<file path="src/rtl/receiver_pkg.sv">
// Shared constants and types for the host byte-stream receiver.
//   - frame marker bytes, command codes, burst-completion ack code
//   - receiver FSM state enum
package receiver_pkg;

   localparam int unsigned BYTE_W    = 8;
   localparam int unsigned PAYLOAD_W = 32;
   localparam int unsigned COUNT_W   = 16;
   localparam int unsigned INDEX_W   = 3;

   localparam logic [BYTE_W-1:0] START_MARK = 8'h55;
   localparam logic [BYTE_W-1:0] PAD_BYTE   = 8'h00;
   localparam logic [BYTE_W-1:0] END_MARK   = 8'hAA;

   localparam logic [BYTE_W-1:0] CMD_PHASE  = 8'h01;
   localparam logic [BYTE_W-1:0] CMD_BURST  = 8'h02;
   localparam logic [BYTE_W-1:0] CMD_CALIB  = 8'h03;

   localparam logic [BYTE_W-1:0] ACK_BURST  = 8'h82;

   typedef enum logic [1:0] {
      IDLE  = 2'd0,
      FRAME = 2'd1,
      BURST = 2'd2,
      DONE  = 2'd3
   } state_t;

endpackage

</file>
<file path="src/rtl/receiver.sv">
// Host command receiver: pulls bytes from an RX FIFO, decodes 8-byte frames
// (55 | payload LE x4 | code | 00 | AA), drives strobes and writes ack bytes.
// Ports:
//   clk, rst          clock, synchronous active-low reset
//   rxfifo_*          RX FIFO side (rd request is combinational)
//   txfifo_*          TX FIFO side (ack bytes, dropped when full)
//   latest_data       last decoded payload / burst byte
//   phase_parse_en    one-cycle phase-write strobe
//   phase_calib_en    one-cycle calibration strobe
//   read_error        one-cycle framing/command error strobe
module receiver
   import receiver_pkg::*;
#(
   parameter int unsigned TX_FIFO_LOAD_W = 13,
   parameter int unsigned RX_FIFO_LOAD_W = 13
) (
   input  logic                      clk,
   input  logic                      rst,
   input  logic [7:0]                rxfifo_data,
   input  logic                      rxfifo_valid,
   input  logic [RX_FIFO_LOAD_W-1:0] rxfifo_load,
   input  logic                      rxfifo_empty,
   output logic                      rxfifo_rd,
   input  logic [TX_FIFO_LOAD_W-1:0] txfifo_load,
   input  logic                      txfifo_full,
   output logic                      txfifo_wr,
   output logic [7:0]                txfifo_data,
   output logic [31:0]               latest_data,
   output logic                      phase_parse_en,
   output logic                      phase_calib_en,
   output logic                      read_error
);

   // Fill levels are informational only.
   logic unused_load;
   assign unused_load = ^{rxfifo_load, txfifo_load};

   state_t               state, state_nxt;
   logic [INDEX_W-1:0]   idx, idx_nxt;
   logic [PAYLOAD_W-1:0] payload, payload_nxt;
   logic [BYTE_W-1:0]    code, code_nxt;
   logic [BYTE_W-1:0]    pad, pad_nxt;
   logic [COUNT_W-1:0]   cnt, cnt_nxt;

   logic [PAYLOAD_W-1:0] latest_nxt;
   logic                 parse_nxt, calib_nxt, err_nxt;
   logic                 ack_req;
   logic [BYTE_W-1:0]    ack_byte;
   logic                 wr_nxt;
   logic [BYTE_W-1:0]    tx_data_nxt;
   logic                 consume;

   // Read whenever data is available and out of reset.
   assign rxfifo_rd = ~rxfifo_empty & rst;
   assign consume   = rxfifo_rd & rxfifo_valid;

   // State register and registered outputs.
   always_ff @(posedge clk) begin
      if (!rst) begin
         state          <= IDLE;
         idx            <= '0;
         payload        <= '0;
         code           <= '0;
         pad            <= '0;
         cnt            <= '0;
         latest_data    <= '0;
         phase_parse_en <= 1'b0;
         phase_calib_en <= 1'b0;
         read_error     <= 1'b0;
         txfifo_wr      <= 1'b0;
         txfifo_data    <= '0;
      end else begin
         state          <= state_nxt;
         idx            <= idx_nxt;
         payload        <= payload_nxt;
         code           <= code_nxt;
         pad            <= pad_nxt;
         cnt            <= cnt_nxt;
         latest_data    <= latest_nxt;
         phase_parse_en <= parse_nxt;
         phase_calib_en <= calib_nxt;
         read_error     <= err_nxt;
         txfifo_wr      <= wr_nxt;
         txfifo_data    <= tx_data_nxt;
      end
   end

   // Next-state, frame decode and ack generation.
   always_comb begin
      state_nxt   = state;
      idx_nxt     = idx;
      payload_nxt = payload;
      code_nxt    = code;
      pad_nxt     = pad;
      cnt_nxt     = cnt;
      latest_nxt  = latest_data;
      parse_nxt   = 1'b0;
      calib_nxt   = 1'b0;
      err_nxt     = 1'b0;
      ack_req     = 1'b0;
      ack_byte    = '0;
      wr_nxt      = 1'b0;
      tx_data_nxt = txfifo_data;

      case (state)
         // DONE acks the finished burst and otherwise behaves like IDLE,
         // since rxfifo_rd does not depend on state.
         IDLE, DONE: begin
            if (state == DONE) begin
               ack_req   = 1'b1;
               ack_byte  = ACK_BURST;
               state_nxt = IDLE;
            end
            if (consume) begin
               if (rxfifo_data == START_MARK) begin
                  state_nxt = FRAME;
                  idx_nxt   = INDEX_W'(1);
               end else begin
                  err_nxt   = 1'b1;
               end
            end
         end

         FRAME: begin
            if (consume) begin
               idx_nxt = idx + INDEX_W'(1);
               case (idx)
                  3'd1, 3'd2, 3'd3, 3'd4:
                     payload_nxt = {rxfifo_data, payload[PAYLOAD_W-1:BYTE_W]};
                  3'd5: code_nxt = rxfifo_data;
                  3'd6: pad_nxt  = rxfifo_data;
                  3'd7: begin
                     idx_nxt   = '0;
                     state_nxt = IDLE;
                     if (pad != PAD_BYTE || rxfifo_data != END_MARK) begin
                        err_nxt = 1'b1;
                     end else begin
                        case (code)
                           CMD_PHASE: begin
                              latest_nxt = payload;
                              parse_nxt  = 1'b1;
                              ack_req    = 1'b1;
                              ack_byte   = CMD_PHASE;
                           end
                           CMD_CALIB: begin
                              latest_nxt = payload;
                              calib_nxt  = 1'b1;
                              ack_req    = 1'b1;
                              ack_byte   = CMD_CALIB;
                           end
                           CMD_BURST: begin
                              latest_nxt = payload;
                              ack_req    = 1'b1;
                              ack_byte   = CMD_BURST;
                              cnt_nxt    = payload[COUNT_W-1:0];
                              if (payload[COUNT_W-1:0] != '0) state_nxt = BURST;
                           end
                           default: err_nxt = 1'b1;
                        endcase
                     end
                  end
                  default: ;
               endcase
            end
         end

         // Raw payload bytes; no marker checking.
         BURST: begin
            if (consume) begin
               latest_nxt = {24'h0, rxfifo_data};
               parse_nxt  = 1'b1;
               cnt_nxt    = cnt - COUNT_W'(1);
               if (cnt == COUNT_W'(1)) state_nxt = DONE;
            end
         end

         default: state_nxt = IDLE;
      endcase

      // Acks are dropped when the TX FIFO is full.
      if (ack_req && !txfifo_full) begin
         wr_nxt      = 1'b1;
         tx_data_nxt = ack_byte;
      end
   end

endmodule

</file>
<file path="config.mk">
export PLATFORM = sky130hd
export DESIGN_NAME = receiver
export DESIGN_NICKNAME = d
export VERILOG_FILES = /design/src/rtl/receiver_pkg.sv /design/src/rtl/receiver.sv
export SDC_FILE = /design/constraint.sdc
export NUM_CORES = 1
export LEC_CHECK = 0
export BUFFER_PORTS_ARGS = -buffer_cell sky130_fd_sc_hd__buf_2
export CORE_MARGIN = 10
export CORE_UTILIZATION = 45
export DETAILED_ROUTE_END_ITERATION = 16
export MAX_ROUTING_LAYER = met4
export PLACE_DENSITY = 0.64
export SLEW_MARGIN = 25
export SYNTH_ARGS = -nofsm -noshare
export SYNTH_HDL_FRONTEND = slang
export SYNTH_SLANG_ARGS = --single-unit
</file>
<file path="constraint.sdc">
create_clock -name clk -period 6.6 [get_ports clk]
set_input_delay 0.66 -clock clk [delete_from_list [all_inputs] [get_ports clk]]
set_output_delay 0.66 -clock clk [all_outputs]
set_load 0.01 [all_outputs]
</file>
==> summary.md <==
| Metric | Value |
|---|---|
| P per Cell Area | `roughly 320 nW/um2` |
| Cell area after synthesis | `roughly 4900 um2` |
| Vias in the first global route | `4,126` |
| Most frequent cells after synthesis | `nand2_1 (115), dfxtp_1 (108), a21oi_1 (52), nor2_1 (37), o21ai_0 (37)` |
| CTS H-tree depth | `3` |
| Final RePlAce weighted congestion | `0.900` |
| Post-route DRC | `0` |
| Dpl hpwl | `8620 um` |
| Buffers & Inverters on Critical Path | `4` |
| Tmin final | `approximately 3.5 ns` |
| Count leader, synth | `nand2_1` |
| Top Ports | `84` |
| Top delay family on crit path | `buffers and inverters` |
| Gate Count Post-Synth | `591` |
| Crit Path Max Fanout | `58` |
| Setup CP Type | `flip-flop to flip-flop` |
| Max Clock Freq | `0.288 GHz` |
| Synth-to-layout area growth | `10.4%` |
| Die Footprint | `15,400 um2` |
| Slowest-stage cell, CP | `a2111oi_4` |
| Critical-path cell list | `inv_1 -> ha_1 -> buf_4 -> inv_2 -> o21ai_0 -> a2111oi_4 -> buf_4 -> nor2_1 -> a211oi_2` |
| Core Util, Final | `between 50% and 60%` |
| CP max stage delay | `around 0.62 ns` |
| Async set-reset flop share out of synthesis | `0%` |
| CTS buffer count | `9` |
| Pins Over Slew Limit | `0` |
| Slew HR | `between 40% and 50%` |
| Distinct cells, synth | `between 50 and 60` |
| Top cells by area, synth | `dfxtp_1 (44%), nand2_1 (8.9%), a21oi_1 (5.3%)` |
| Unrepaired setup endpoints after global routing | `false` |
| Largest net degree at the start of global routing | `73` |
| Worst Tran Pin Value | `~0.8 ns` |
| Final cycle utilization of the critical path | `52.5%` |
| Core Rows | `37` |
| Final Hold Viols | `0` |
| # diodes | `0` |
| CP Capture Type | `flip-flop` |
| Sinks on Clock Net | `108` |
| Post-Route WL | `~13,000 um` |
| EDFF count, synth | `0` |
| First-pass GRT wire length | `~21,000 um` |
| Resized Gates After CTS | `0` |
| Fillers | `about 1.0k` |
| Vias | `~4.3k` |
| Seq cells post-synth | `108` |
| Vias/cell | `5.71` |
| Syn avg cell area | `between 8 and 9 um2` |
| Crit start category | `flip-flop` |
| I/O Buffers | `52` |
| GR Overflow Total | `0` |
| Worst skew pair latency | `0.38 ns` |
| CTS root buf | `clkbuf_8` |
| Hold Buf Count CTS | `0` |
| CP arrival | `about 3.8 ns` |
| Worst-case clock skew | `0.0106 ns` |
| Global Route Usage Sum | `about 17%` |
| Share of layout cells above drive strength 1 | `between 10% and 20%` |
| Total power | `~1700 uW` |
| DRT antenna net count | `0` |
| CTS tree | `yes` |
| Yosys Warn Count | `0` |
| Max Cap Violations | `0` |
| Clock Pin Slew Worst Setup and Hold Paths | `~0.10 ns` |
| Final setup vio count | `0` |
| Die height | `between 100 and 150 um` |
| Post-CTS Setup Bufs | `0` |
| Initial antenna violation count | `0` |
| Deepest clock path buffer count | `2` |
| Top-area cell type share of the netlist area | `between 40% and 50%` |
| Die X | `124 um` |
| Initial Util | `between 40% and 50%` |
| Core ar. | `between 10,000 and 15,000 um2` |
| Hold crit path type | `flip-flop to flip-flop` |
| Pleak | `around 0.0021 uW` |
| Outcome | `completed` |
| Total negative slack | `0 ns` |
| Peak supply drop | `0.000165 V` |
| Worst path required time | `a little under 7 ns` |
| DR WL/cell | `17.1 um` |
| Largest area contributor in the netlist | `dfxtp_1` |
| CP most frequent cell | `buf_4` |
| Synth Flop Type | `dfxtp_1` |
| Seq/Total Area, Yosys | `approximately 44%` |
| 1st-pass router iterations | `7` |
| # nets final | `between 600 and 700` |
| DR iter-0 viols | `roughly 320` |
==> cells by family after synthesis <==
logic type | after synthesis | share of synthesized area [%]
simple gates | 251 | 24.9
compound gates | 136 | 17.9
flops | 108 | 44.4
buf+inv | 61 | 5.29
mux | 23 | 4.73
fa+ha+maj | 10 | 2.57
other cells | 1 | 0.0770
xor+xnor | 1 | 0.180
==> power breakdown <==
group          leakage (uW)  switching (uW)  internal (uW)
Clock              0.000117             238            228
Combinational       0.00114             374            160
Sequential         0.000871            26.7            687
==> worst paths after layout <==
path	start	endpoint	slack (ns)	depth (start not counted)
worst max-delay path	state[0]$_SDFFE_PN0P_	latest_data[6]$_SDFFE_PN0P_	3.13	9
worst min-delay path	latest_data[10]$_SDFFE_PN0P_	latest_data[10]$_SDFFE_PN0P_	0.46	2
worst min register to register	latest_data[10]$_SDFFE_PN0P_	latest_data[10]$_SDFFE_PN0P_	0.46	2
worst max register to register	state[0]$_SDFFE_PN0P_	latest_data[6]$_SDFFE_PN0P_	3.13	9
==> placed cells by master (no fill, tap or decap), drive strengths merged, types with 2 or more instances in the layout <==
cell type / n
nand3b: 2
bufinv: 2
o32ai: 2
buf: 56
and4: 4
nand4b: 2
nor2: 37
o31ai: 7
conb: 5
ha: 10
nor2b: 6
nand3: 11
a41oi: 3
clkbuf: 10
nand2b: 3
inv: 15
and3: 5
o2bb2ai: 4
clkinv: 2
a31o: 3
o21ai: 37
a211oi: 9
nor3: 11
nand4: 32
o211ai: 4
a21oi: 52
nor4bb: 2
o21a: 2
mux2i: 23
nor4b: 4
dfxtp: 108
nor4: 7
nand2: 115
and2: 5
==> flip-flops by register name (all words and copies together) (netlist names) <==
signal          flops
latest_data        32
read_error          1
txfifo_data         3
state               2
phase_calib_en      1
txfifo_wr           1
idx                 3
phase_parse_en      1
code                8
pad                 8
cnt                16
payload            32
==> worst reg2reg max path: stages (launching register included) <==
cell and delay (ns):
dfxtp_1 0.45, inv_1 0.07, ha_1 0.19, buf_4 0.28, inv_2 0.53, o21ai_0 0.35
a2111oi_4 0.62, buf_4 0.55, nor2_1 0.12, a211oi_2 0.21
==> routing by layer <==
layer	vias to the layer above	routed length (um)	global-route usage (%)	part of all wire [%]
met2	123	6250	27.3	48
met3	17	561	2.94	4.3
li1	2133	-	-	-
met4	0	159	5.90	1.2
met1	2041	5960	22.3	46
met5	-	0	-	0
==> metrics by stage <==
step / instance area, um2 / setup slack [ns] / cells / hold WS (ns)
after CTS: 5370 / 2.83 / 755 / 0.463
after detailed placement: 5140 / 2.86 / 739 / 0.448
after global routing: 5380 / 2.80 / 755 / 0.481
after floorplan: 4890 / 4.24 / 595 / 0.439
after global placement: 5140 / 2.91 / 739 / 0.445
final: 5380 / 3.13 / 755 / 0.459
==> final cells by class <==
type	count	area (um2)	share of cell area (%)
flip-flops and latches	108	2160	40.2
clock inverters	6	95.1	1.77
repair buffers	56	290	5.40
clock buffers	10	138	2.56
inverters	13	48.8	0.907
well taps	136	170	3.16
multi-input cells	426	2480	46.0
No activity file was read; power rests on OpenSTA's default activity.
